`src/rtl/ssd_rotation_monitor_if.sv`:
```
// Segment-bus and status bundle for the rotating "dE10" display monitor.
// master = display side / observer, slave = the monitor itself.
interface ssd_rotation_monitor_if;
  logic [6:0]  HEX3;
  logic [6:0]  HEX2;
  logic [6:0]  HEX1;
  logic [6:0]  HEX0;
  logic [1:0]  Phase;
  logic        PhaseValid;
  logic        Locked;
  logic        StepTick;
  logic        SeqErr;
  logic [7:0]  ErrCount;
  logic [25:0] Period;

  modport master (
    output HEX3, HEX2, HEX1, HEX0,
    input  Phase, PhaseValid, Locked,
    input  StepTick, SeqErr, ErrCount, Period
  );

  modport slave (
    input  HEX3, HEX2, HEX1, HEX0,
    output Phase, PhaseValid, Locked,
    output StepTick, SeqErr, ErrCount, Period
  );
endinterface

```
`src/rtl/ssd_rotation_monitor.sv`:
```
// Recovers and checks the phase of the rotating "dE10" seven-segment message.
// Define SSD_MON_PERIOD_EN to build the step-period measurement.
module ssd_rotation_monitor #(
  parameter int STABLE_CYCLES = 4,
  parameter int LOCK_STEPS    = 2
) (
  input logic                   CLOCK_50,
  input logic                   Clr,
  ssd_rotation_monitor_if.slave bus
);

  localparam logic [6:0] CH_D = 7'h21;
  localparam logic [6:0] CH_E = 7'h06;
  localparam logic [6:0] CH_1 = 7'h79;
  localparam logic [6:0] CH_0 = 7'h40;

  localparam logic [27:0] W0 = {CH_D, CH_E, CH_1, CH_0};
  localparam logic [27:0] W1 = {CH_E, CH_1, CH_0, CH_D};
  localparam logic [27:0] W2 = {CH_1, CH_0, CH_D, CH_E};
  localparam logic [27:0] W3 = {CH_0, CH_D, CH_E, CH_1};

  localparam logic [7:0] STAB_MAX = 8'(STABLE_CYCLES - 1);
  localparam logic [3:0] LOCK_N   = 4'(LOCK_STEPS);

  localparam logic [1:0] IDLE    = 2'd0;
  localparam logic [1:0] ACQUIRE = 2'd1;
  localparam logic [1:0] LOCKED  = 2'd2;

  logic [27:0] sync1, sync2, prev, acc_word;
  logic [7:0]  stab_cnt, stab_nxt;
  logic        accept;

  logic [1:0]  state;
  logic [1:0]  phase, phase_nxt;
  logic        phase_valid;
  logic        step_tick, seq_err;
  logic [7:0]  err_cnt, err_inc;
  logic [3:0]  steps, steps_inc;

  logic        dec_valid;
  logic [1:0]  dec_phase;
  logic        step_ok;

  // Remembering the last accepted word keeps short glitches that return
  // to it from being re-accepted as a fresh (and bogus) step.
  always_comb begin
    stab_nxt = stab_cnt;
    if (sync2 != prev)
      stab_nxt = 8'd0;
    else if (stab_cnt != STAB_MAX)
      stab_nxt = stab_cnt + 8'd1;
    accept = (stab_nxt == STAB_MAX) && (sync2 != acc_word);
  end

  always_ff @(posedge CLOCK_50 or posedge Clr) begin
    if (Clr) begin
      sync1    <= '0;
      sync2    <= '0;
      prev     <= '0;
      acc_word <= '0;
      stab_cnt <= '0;
    end else begin
      sync1    <= {bus.HEX3, bus.HEX2, bus.HEX1, bus.HEX0};
      sync2    <= sync1;
      prev     <= sync2;
      stab_cnt <= stab_nxt;
      if (accept)
        acc_word <= sync2;
    end
  end

  always_comb begin
    dec_valid = 1'b1;
    dec_phase = 2'd0;
    unique case (1'b1)
      (sync2 == W0): dec_phase = 2'd0;
      (sync2 == W1): dec_phase = 2'd1;
      (sync2 == W2): dec_phase = 2'd2;
      (sync2 == W3): dec_phase = 2'd3;
      default:       dec_valid = 1'b0;
    endcase
  end

  assign phase_nxt = phase + 2'd1;
  assign err_inc   = (err_cnt == 8'hff) ? err_cnt : err_cnt + 8'd1;
  assign steps_inc = (steps == 4'hf) ? steps : steps + 4'd1;
  assign step_ok   = dec_valid && (state != IDLE) && (dec_phase == phase_nxt);

  always_ff @(posedge CLOCK_50 or posedge Clr) begin
    if (Clr) begin
      state       <= IDLE;
      phase       <= '0;
      phase_valid <= 1'b0;
      step_tick   <= 1'b0;
      seq_err     <= 1'b0;
      err_cnt     <= '0;
      steps       <= '0;
    end else begin
      step_tick <= 1'b0;
      seq_err   <= 1'b0;
      if (accept) begin
        if (!dec_valid) begin
          phase_valid <= 1'b0;
          state       <= IDLE;
          if (state != IDLE) begin
            seq_err <= 1'b1;
            err_cnt <= err_inc;
          end
        end else if (state == IDLE) begin
          phase       <= dec_phase;
          phase_valid <= 1'b1;
          steps       <= '0;
          state       <= ACQUIRE;
        end else if (step_ok) begin
          phase     <= dec_phase;
          step_tick <= 1'b1;
          steps     <= steps_inc;
          if (state == ACQUIRE && steps_inc >= LOCK_N)
            state <= LOCKED;
        end else begin
          seq_err <= 1'b1;
          err_cnt <= err_inc;
          phase   <= dec_phase;
          steps   <= '0;
          state   <= ACQUIRE;
        end
      end
    end
  end

`ifdef SSD_MON_PERIOD_EN
  localparam logic [25:0] PMAX = '1;

  logic [25:0] pcnt, period;

  // The +1 accounts for the accept edge itself, so steps N apart read N.
  always_ff @(posedge CLOCK_50 or posedge Clr) begin
    if (Clr) begin
      pcnt   <= '0;
      period <= '0;
    end else begin
      if (accept)
        pcnt <= '0;
      else if (pcnt != PMAX)
        pcnt <= pcnt + 26'd1;
      if (accept && step_ok)
        period <= (pcnt == PMAX) ? PMAX : pcnt + 26'd1;
    end
  end

  assign bus.Period = period;
`else
  assign bus.Period = 26'd0;
`endif

  assign bus.Phase      = phase;
  assign bus.PhaseValid = phase_valid;
  assign bus.Locked     = (state == LOCKED);
  assign bus.StepTick   = step_tick;
  assign bus.SeqErr     = seq_err;
  assign bus.ErrCount   = err_cnt;

endmodule

```
`src/flat_wrapper.sv`:
```
// flat-port wrapper written by rule: the top's interface ports become plain ports
module ssd_rotation_monitor_flat 
#(
  parameter int STABLE_CYCLES = 4,
  parameter int LOCK_STEPS    = 2
)
  (CLOCK_50, Clr, bus_HEX3, bus_HEX2, bus_HEX1, bus_HEX0, bus_Phase, bus_PhaseValid, bus_Locked, bus_StepTick, bus_SeqErr, bus_ErrCount, bus_Period);
  ssd_rotation_monitor_if bus_i ();
  input logic CLOCK_50;
  input logic Clr;
  input wire logic [$bits(bus_i.HEX3)-1:0] bus_HEX3;
  input wire logic [$bits(bus_i.HEX2)-1:0] bus_HEX2;
  input wire logic [$bits(bus_i.HEX1)-1:0] bus_HEX1;
  input wire logic [$bits(bus_i.HEX0)-1:0] bus_HEX0;
  output wire logic [$bits(bus_i.Phase)-1:0] bus_Phase;
  output wire logic [$bits(bus_i.PhaseValid)-1:0] bus_PhaseValid;
  output wire logic [$bits(bus_i.Locked)-1:0] bus_Locked;
  output wire logic [$bits(bus_i.StepTick)-1:0] bus_StepTick;
  output wire logic [$bits(bus_i.SeqErr)-1:0] bus_SeqErr;
  output wire logic [$bits(bus_i.ErrCount)-1:0] bus_ErrCount;
  output wire logic [$bits(bus_i.Period)-1:0] bus_Period;
  assign bus_i.HEX3 = bus_HEX3;
  assign bus_i.HEX2 = bus_HEX2;
  assign bus_i.HEX1 = bus_HEX1;
  assign bus_i.HEX0 = bus_HEX0;
  assign bus_Phase = bus_i.Phase;
  assign bus_PhaseValid = bus_i.PhaseValid;
  assign bus_Locked = bus_i.Locked;
  assign bus_StepTick = bus_i.StepTick;
  assign bus_SeqErr = bus_i.SeqErr;
  assign bus_ErrCount = bus_i.ErrCount;
  assign bus_Period = bus_i.Period;
  ssd_rotation_monitor #(.STABLE_CYCLES(STABLE_CYCLES), .LOCK_STEPS(LOCK_STEPS)) u_core (.CLOCK_50(CLOCK_50), .Clr(Clr), .bus(bus_i));
endmodule
```
`config.mk`:
```
export PLATFORM = sky130hd
export DESIGN_NAME = ssd_rotation_monitor_flat
export DESIGN_NICKNAME = d
export VERILOG_FILES = /design/src/rtl/ssd_rotation_monitor_if.sv /design/src/rtl/ssd_rotation_monitor.sv /design/src/flat_wrapper.sv
export SDC_FILE = /design/constraint.sdc
export NUM_CORES = 1
export LEC_CHECK = 0
export ABC_AREA = 1
export ABC_CLOCK_PERIOD_IN_PS = 9600
export BUFFER_PORTS_ARGS = -buffer_cell sky130_fd_sc_hd__buf_2
export CORE_ASPECT_RATIO = 1.75
export CORE_UTILIZATION = 55
export CTS_CLUSTER_SIZE = 40
export DETAILED_ROUTE_END_ITERATION = 8
export PLACE_DENSITY = 0.75
export SLEW_MARGIN = 30
export SYNTH_ARGS = -nofsm -noshare
export SYNTH_HDL_FRONTEND = slang
export SYNTH_SLANG_ARGS = --single-unit
```
`constraint.sdc`:
```
create_clock -name CLOCK_50 -period 9.6 [get_ports CLOCK_50]
set_clock_uncertainty 0.15 [all_clocks]
set_input_delay 1.92 -clock CLOCK_50 [delete_from_list [all_inputs] [get_ports CLOCK_50]]
set_output_delay 1.92 -clock CLOCK_50 [all_outputs]
set_load 0.02 [all_outputs]
```
==> results of run 1 <==
-- per-layer routing --
layer  vias up  share of wire
li1       2665              -
met1      2459           0.39
met2       165           0.51
met3        66          0.034
met4         0          0.065
met5         -              0
-- cells in the final DEF, fill, tap and decap left out, types with 13 or more instances in the layout --
| master | count |
|---|---|
| nand2_1 | 255 |
| dfrtp_1 | 139 |
| nor2_1 | 117 |
| inv_1 | 98 |
| nand3_1 | 45 |
| buf_2 | 43 |
| xnor2_1 | 32 |
| o21ai_1 | 29 |
| conb_1 | 26 |
| clkbuf_16 | 17 |
| inv_2 | 15 |
| xor2_1 | 13 |
-- where the power goes --
part           leakage [uW]  internal, uW  switching, uW
clock network      0.000301           428            251
registers           0.00175           604           20.9
logic               0.00183          23.2           54.9
-- worst paths after layout --
path	start	end
worst max-delay path	u_core.state[0]	bus_Locked
worst min-delay path	u_core.sync1[11]	u_core.sync2[11]
worst max register to register	u_core.sync2[12]	u_core.bus.Phase[1]
worst min register to register	u_core.sync1[11]	u_core.sync2[11]
max in group asynchronous	Clr	u_core.acc_word[23]
min in group asynchronous	Clr	u_core.stab_cnt[2]
-- cell usage after synthesis --
cell / number
a21oi_1: 5
buf_2: 11
buf_4: 31
buf_6: 4
clkinv_1: 1
conb_1: 1
dfrtp_1: 139
ha_1: 3
inv_1: 99
inv_2: 15
nand2_1: 255
nand2_2: 2
nand2_4: 1
nand3_1: 45
nand3_2: 4
nand3b_1: 3
nand4_1: 12
nor2_1: 117
nor2_2: 4
nor2_4: 3
nor3_1: 11
nor3_2: 1
nor3b_1: 1
o21a_1: 2
o21ai_0: 8
o21ai_1: 29
o21bai_1: 8
o31ai_1: 1
or2_2: 3
xnor2_1: 32
xor2_1: 13
-- cell type report --
| cell class | instances | area share |
|---|---|---|
| tap | 165 | 0.0268 |
| clock buffer | 21 | 0.0597 |
| clock inverter | 11 | 0.0204 |
| multi-input combinational | 589 | 0.357 |
| timing repair buffer | 44 | 0.0289 |
| inverter | 115 | 0.0566 |
| sequential | 139 | 0.451 |
-- logic make-up after synthesis --
group           after synthesis  share of synthesized area
flops                       139                      0.504
compound gates               53                     0.0424
simple gates                462                      0.280
buf+inv                     161                      0.111
other cells                   1                   0.000543
xor+xnor                     45                     0.0571
fa+ha+maj                     3                    0.00544
-- state kept, by name, summed over array words and instances, names as in the netlist --
signal,count
u_core.state,2
u_core.sync2,28
u_core.bus.Phase,2
u_core.bus.SeqErr,1
u_core.prev,28
u_core.acc_word,28
u_core.bus.PhaseValid,1
u_core.sync1,28
u_core.bus.ErrCount,8
u_core.bus.StepTick,1
u_core.steps,4
u_core.stab_cnt,8
-- stage by stage --
stage	setup slack, ns	cells	total power, uW	utilization	instance area, sq um
detailed placement	6.16	1052	713	0.585	7100
finish	6.41	1084	1380	0.636	7720
global placement	6.19	1052	712	0.585	7100
floorplan	3.81	889	697	-	7000
CTS	6.39	1084	1390	0.636	7720
global route	6.33	1084	1430	0.636	7720
-- critical path, cell delays in order (launching register included) --
cell,delay [ns]
dfrtp_1,0.42
nor2_1,0.12
buf_2,0.17
==> reports/results.txt, run 1 <==
Largest fanout on the critical path: 4
Cell area after synthesis: 6900 sq um
Core area: 12100 sq um
Final ANT Viol Nets: 0
Total global routing track utilization: 0.259
Yosys warnings: 0
Unrepaired setup endpoints after global routing: no
Period minus WS final: 3.19 ns
Critical Path RT: 7.53 ns
Tightest Pin Transition: 0.776 ns
FF-to-FF setup slack: 6.74 ns
HPWL after DPL: 10900 um
Setup tns final: 0 ns
I/O Buffers: 43
Multi-input gate area: 2760 sq um
GRT overflow: 0
Critical Path Sink Type: output pin
Status: finished, final reports clean
Clk Latency, worst-skew pair: 0.41 ns
Final #Nets: 939
Initial antenna violation count: 0
Total Wirelength: 15000 um
Register area share after synthesis: 0.504
Post-Synthesis Cells: 864
Root buffer cell: clkbuf_16
Total of cells resized after clock tree synthesis: 0
Routed len/inst: 13.8 um
Setup crit start kind: register
Setup repair bufs after CTS: 0
# DRC: 0
Largest cells by area after synthesis: dfrtp_1, nand2_1, nor2_1
Filler instances: 1078
Post-CTS Hold Buffers: 0
Initial core utilization: 0.569
Grt met1 use: 0.282
Met2 GRT Util: 0.448
First-pass GRT wire length: 25200 um
Hold_ws: 0.196 ns
Kind of critical path: reg -> out
Num CTS Buffers: 17
Register area: 3480 sq um
Clock slew at reported path FFs: 0.06 ns
Final Slew Violations: 0
Total of max-cap violations: 0
P&R area growth vs syn: 11.8%
Min-delay worst type: reg -> reg
Slew headroom: 0.483
Vias in the first global route: 5361
Yosys reg bits: 139
Ant. Diodes: 0
Power per cell area: 179 nW/um^2
Share of cells above drive strength 1: 0.118
Final RePlAce weighted congestion: 0.940
CP arrival: 1.12 ns
Top Usage Layer GRT: met2
Hold Path Cell Cnt: 0
Synth cell types: 31
Max frequency: 313 MHz
Die W: 86.7 um
Met3 GRT Util: 0.0439
Yosys top cell by area: dfrtp_1
DIE AREA: 13000 sq um
Final hold vios: 0
Via Count: 5355
Fin crit share: 0.333
CTS tree: done
H-tree Lvls: 4
Static leakage: 0.00388 uW
Synth Area per Inst: 7.99 sq um
Sink Count: 139
CTS max path bufs: 2
Vias/cell: 4.94
R2R cell count: 12
IO Count: 70
Pre-antenna DRT Iters: 7
Detailed Route Iter0 Violations: 265
Largest net degree at the start of global routing: 93
Final setup viols: 0
Die height: 150 um
Top-area cell type share of the netlist area: 0.504
Peak supply drop: 0.130 mV
# rows: 53
Note: power is estimated with default switching activity, not from simulation.
==> inputs of run 2 (changes only) <==
--- a/config.mk
+++ b/config.mk
@@ -5,11 +5,11 @@
 export SDC_FILE = /design/constraint.sdc
 export NUM_CORES = 1
 export LEC_CHECK = 0
-export ABC_AREA = 1
-export ABC_CLOCK_PERIOD_IN_PS = 9600
+export ABC_AREA = 0
+export ABC_CLOCK_PERIOD_IN_PS = 2750
 export BUFFER_PORTS_ARGS = -buffer_cell sky130_fd_sc_hd__buf_2
 export CORE_ASPECT_RATIO = 1.75
-export CORE_UTILIZATION = 55
+export CORE_UTILIZATION = 52
 export CTS_CLUSTER_SIZE = 40
 export DETAILED_ROUTE_END_ITERATION = 8
 export PLACE_DENSITY = 0.75
==> constraint.sdc (replaced) <==
create_clock -name CLOCK_50 -period 2.75 [get_ports CLOCK_50]
set_clock_uncertainty 0.15 [all_clocks]
set_input_delay 0.55 -clock CLOCK_50 [delete_from_list [all_inputs] [get_ports CLOCK_50]]
set_output_delay 0.55 -clock CLOCK_50 [all_outputs]
set_load 0.02 [all_outputs]
==> run 2 against run 1 <==
Hold slack lost 0.11 ns. Final cell count fell by 30%. Sequential share of layout area rose by 2.8 points. Critical path depth up 9. Non-clock buffer count increased by 55. Routed wire length shrank 20%. Clock power rose to 3.4 times the previous value. Core utilization rose by 4.0 points. Die area is 11% lower. Global-route usage shrank 3.0 points. Critical path type is now reg -> reg. Highest routed layer unchanged.
==> reports/results.txt, run 2 <==
Post-route design area: 7270 sq um (-5.8%)
Comb pwr share: 0.049 (-0.008)
Die W: 81.7 um (-5.7%)
Peak supply drop: 0.913 mV (+600%)
Top cells by count, synth: dfrtp_1, nand2_1, xor2_1
P&R area growth vs syn: 25.7%
Num CTS Buffers: 17 (unchanged)
Int Pwr: 3640 uW (+250%)
Top-area cell type share of the netlist area: 0.601 (+0.0977)
Detailed Route Iter0 Violations: 196 (-26%)
IO Count: 70 (unchanged)
Initial antenna violation count: 0 (unchanged)
FF-to-FF setup slack: 0.01 ns (-6.73 ns)
Synth Area in Compound Gates: 0.0413 (-0.00108)
Largest net degree at the start of global routing: 75 (-19%)
Setup crit start kind: register
Kind of critical path: reg -> reg
Ant. Diodes: 0 (unchanged)
Vias/cell: 5.30 (+7.3%)
Most common cell after layout, fill and taps aside: dfrtp_1
Net Sw Frac: 0.226 (-0.0110)
Total global routing track utilization: 0.230 (-0.0298)
Number of synthesized flops with an enable pin: 0 (unchanged)
Synth Area per Inst: 11.3 sq um (+41%)
Max frequency: 365 MHz
Clk Latency, worst-skew pair: 0.42 ns (about the same)
Filler instances: 780 (-28%)
Vias in the first global route: 4186 (-22%)
Largest fanout on the critical path: 10 (+6)
Via Count: 4009 (-25%)
Psw: 1060 uW (+220%)
Sink Count: 139 (unchanged)
First-pass GRT wire length: 19500 um (-23%)
Synth Area in XOR/XNOR: 0.105 (+0.0474)
Min-delay worst type: in -> reg
R2R cell count: 11 (-1)
CTS tree: done
GRT overflow: 0 (unchanged)
Crit path to: u_core.bus.ErrCount[6]
CTS max path bufs: 2 (unchanged)
# rows: 50 (-5.7%)
Final RePlAce weighted congestion: 0.895 (-4.7%)
Worst R2R Start: u_core.sync2[17]
DIE AREA: 11600 sq um (-11%)
Final Slew Violations: 0 (unchanged)
Final setup viols: 0 (unchanged)
Most frequent cell after synthesis: dfrtp_1
Clock slew at reported path FFs: 0.06 ns (about the same)
Critical Path Sink Type: register
Synth cell types: 53 (+71%)
Register area: 3480 sq um (about the same)
Main synth FF type: dfrtp_1
Worst Setup SP: u_core.sync2[17]
Static leakage: 0.00354 uW (-8.8%)
Total Wirelength: 12100 um (-20%)
Synth Area in Adders: 0.00649 (+0.00105)
# DRC: 0 (unchanged)
Final std cells w/o fill: 756 (-30%)
Share of cells above drive strength 1: 0.275 (+0.157)
Period minus WS final: 2.74 ns
I/O Buffers: 43 (unchanged)
Largest family of logic cells by synthesized area: simple AND/OR/NAND/NOR gates
RR Endpoint: u_core.bus.ErrCount[6]
Post-synthesis mux area share: 0.00368 (+0.00368)
Final hold vios: 0 (unchanged)
Register area share after synthesis: 0.601 (+0.0977)
Hold_ws: 0.0850 ns (-0.111 ns)
Post-Synthesis Cells: 512 (-41%)
Initial core utilization: 0.537 (-0.0315)
Fin worst setup slack: 0.0112 ns (-6.39 ns)
Placed cells: 714 (-32%)
Most frequent cells in the layout: dfrtp_1, nand2_1, xor2_1
Sequential share of power: 0.459 (+0.007)
H-tree Lvls: 4 (unchanged)
Root buffer cell: clkbuf_16
Status: finished, final reports clean
Core area: 10800 sq um (-11%)
Largest cells by area after synthesis: dfrtp_1, xor2_1, nand2_1
Fraction of the mapped netlist area in simple logic gates: 0.193 (-0.0874)
Yosys warnings: 0 (unchanged)
Fin crit share: 0.996
Final #Nets: 646 (-31%)
Routed len/inst: 15.9 um (+15%)
Power per cell area: 647 nW/um^2 (+260%)
Multi-input gate area: 2280 sq um (-17%)
Final ANT Viol Nets: 0 (unchanged)
Critical Path RT: 2.93 ns (-4.60 ns)
Clock power share: 0.492 (about the same)
Async S/R FF share, synth: 1.00 (unchanged)
Placed Area: 6380 sq um (-10%)
Pre-antenna DRT Iters: 5 (-2)
HPWL after DPL: 8380 um (-23%)
Yosys top cell by area: dfrtp_1
Unrepaired setup endpoints after global routing: yes
Cell area after synthesis: 5780 sq um (-16%)
Tot Pwr: 4710 uW (+240%)
CP arrival: 2.92 ns (+1.80 ns)
Die height: 142 um (-5.8%)
Worst slack at placement: -0.0529 ns (-6.21 ns)
Total of max-cap violations: 0 (unchanged)
Yosys reg bits: 139 (unchanged)
run 2: cell types whose count changed in the layout (fill, tap and decap cells not counted), sizes merged, moves of 8 or more:
cell	before	now
nand2	258	103
and3	0	8
xnor2	32	18
nand3	49	13
xor2	13	51
nor2	124	17
o21bai	8	0
inv	119	10
o21ai	37	6
nor4	0	18
buf	44	98
run 2: what timing repair did:
item	4_1_cts	5_1_grt
hold buffers	1	0
endpoints found under the hold margin	4	0
endpoints found under the setup margin	34	43
gates cloned	0	0
resized for setup	7	35
buffers inserted	1	9
pin swaps	5	12
run 2: cell families after synthesis:
| kind of cell | count (synthesis) |
|---|---|
| buffers and inverters | 47 |
| flip-flops | 139 |
| multiplexers | 2 |
| other | 1 |
| XOR/XNOR | 69 |
| adder cells (fa/ha/maj) | 3 |
| AND/OR/NAND/NOR | 215 |
| AO/OA/AOI/OAI | 36 |
run 2: layout make-up:
cell class,count,area share
Inverter,5,0.00310
Tap cell,130,0.0224
Clock buffer,18,0.0590
Multi-Input combinational cell,351,0.314
Timing Repair Buffer,99,0.0977
Clock inverter,14,0.0251
Sequential cell,139,0.479
run 2: critical path: stages (launching register included):
cell and delay [ns]:
dfrtp_1 0.46, xnor2_1 0.23, nand4_1 0.14, nor4_2 0.25
buf_4 0.15, nand4_1 0.11, buf_4 0.18, nor4_4 0.29
buf_4 0.19, buf_8 0.13, and4_4 0.21, xor2_1 0.15
run 2: worst min-delay path by stage:
stage	cells past startpoint	from	endpoint	slack, ns
2_1_floorplan	0	u_core.sync1[0]	u_core.sync2[0]	0.18
3_3_place_gp	0	u_core.sync1[1]	u_core.sync2[1]	0.18
3_5_place_dp	0	u_core.sync1[20]	u_core.sync2[20]	0.18
4_1_cts	1	bus_HEX1[3]	u_core.sync1[10]	0.07
5_1_grt	1	bus_HEX0[0]	u_core.sync1[0]	0.07
6_report	1	bus_HEX3[2]	u_core.sync1[23]	0.08
run 2: power by group through the flow:
stage	registers, uW	logic [uW]	clock network, uW
2_1_floorplan	2180	162	0
3_3_place_gp	2190	212	0
3_5_place_dp	2190	218	0
4_1_cts	2160	221	2360
5_1_grt	2160	253	2460
6_report	2160	230	2320
run 2: through the flow:
stage | utilization | TNS, ns
after CTS | 0.655 | 0
after global routing | 0.676 | -2.57
final | 0.676 | 0
after floorplan | - | 0
after global placement | 0.593 | 0
after detailed placement | 0.593 | -0.608
run 2: layer usage:
layer,global-route usage,part of all wire,vias up
li1,-,-,1875
met1,0.252,0.37,1995
met2,0.390,0.56,103
met3,0.0585,0.034,36
met4,0.132,0.034,0
met5,0,0,-
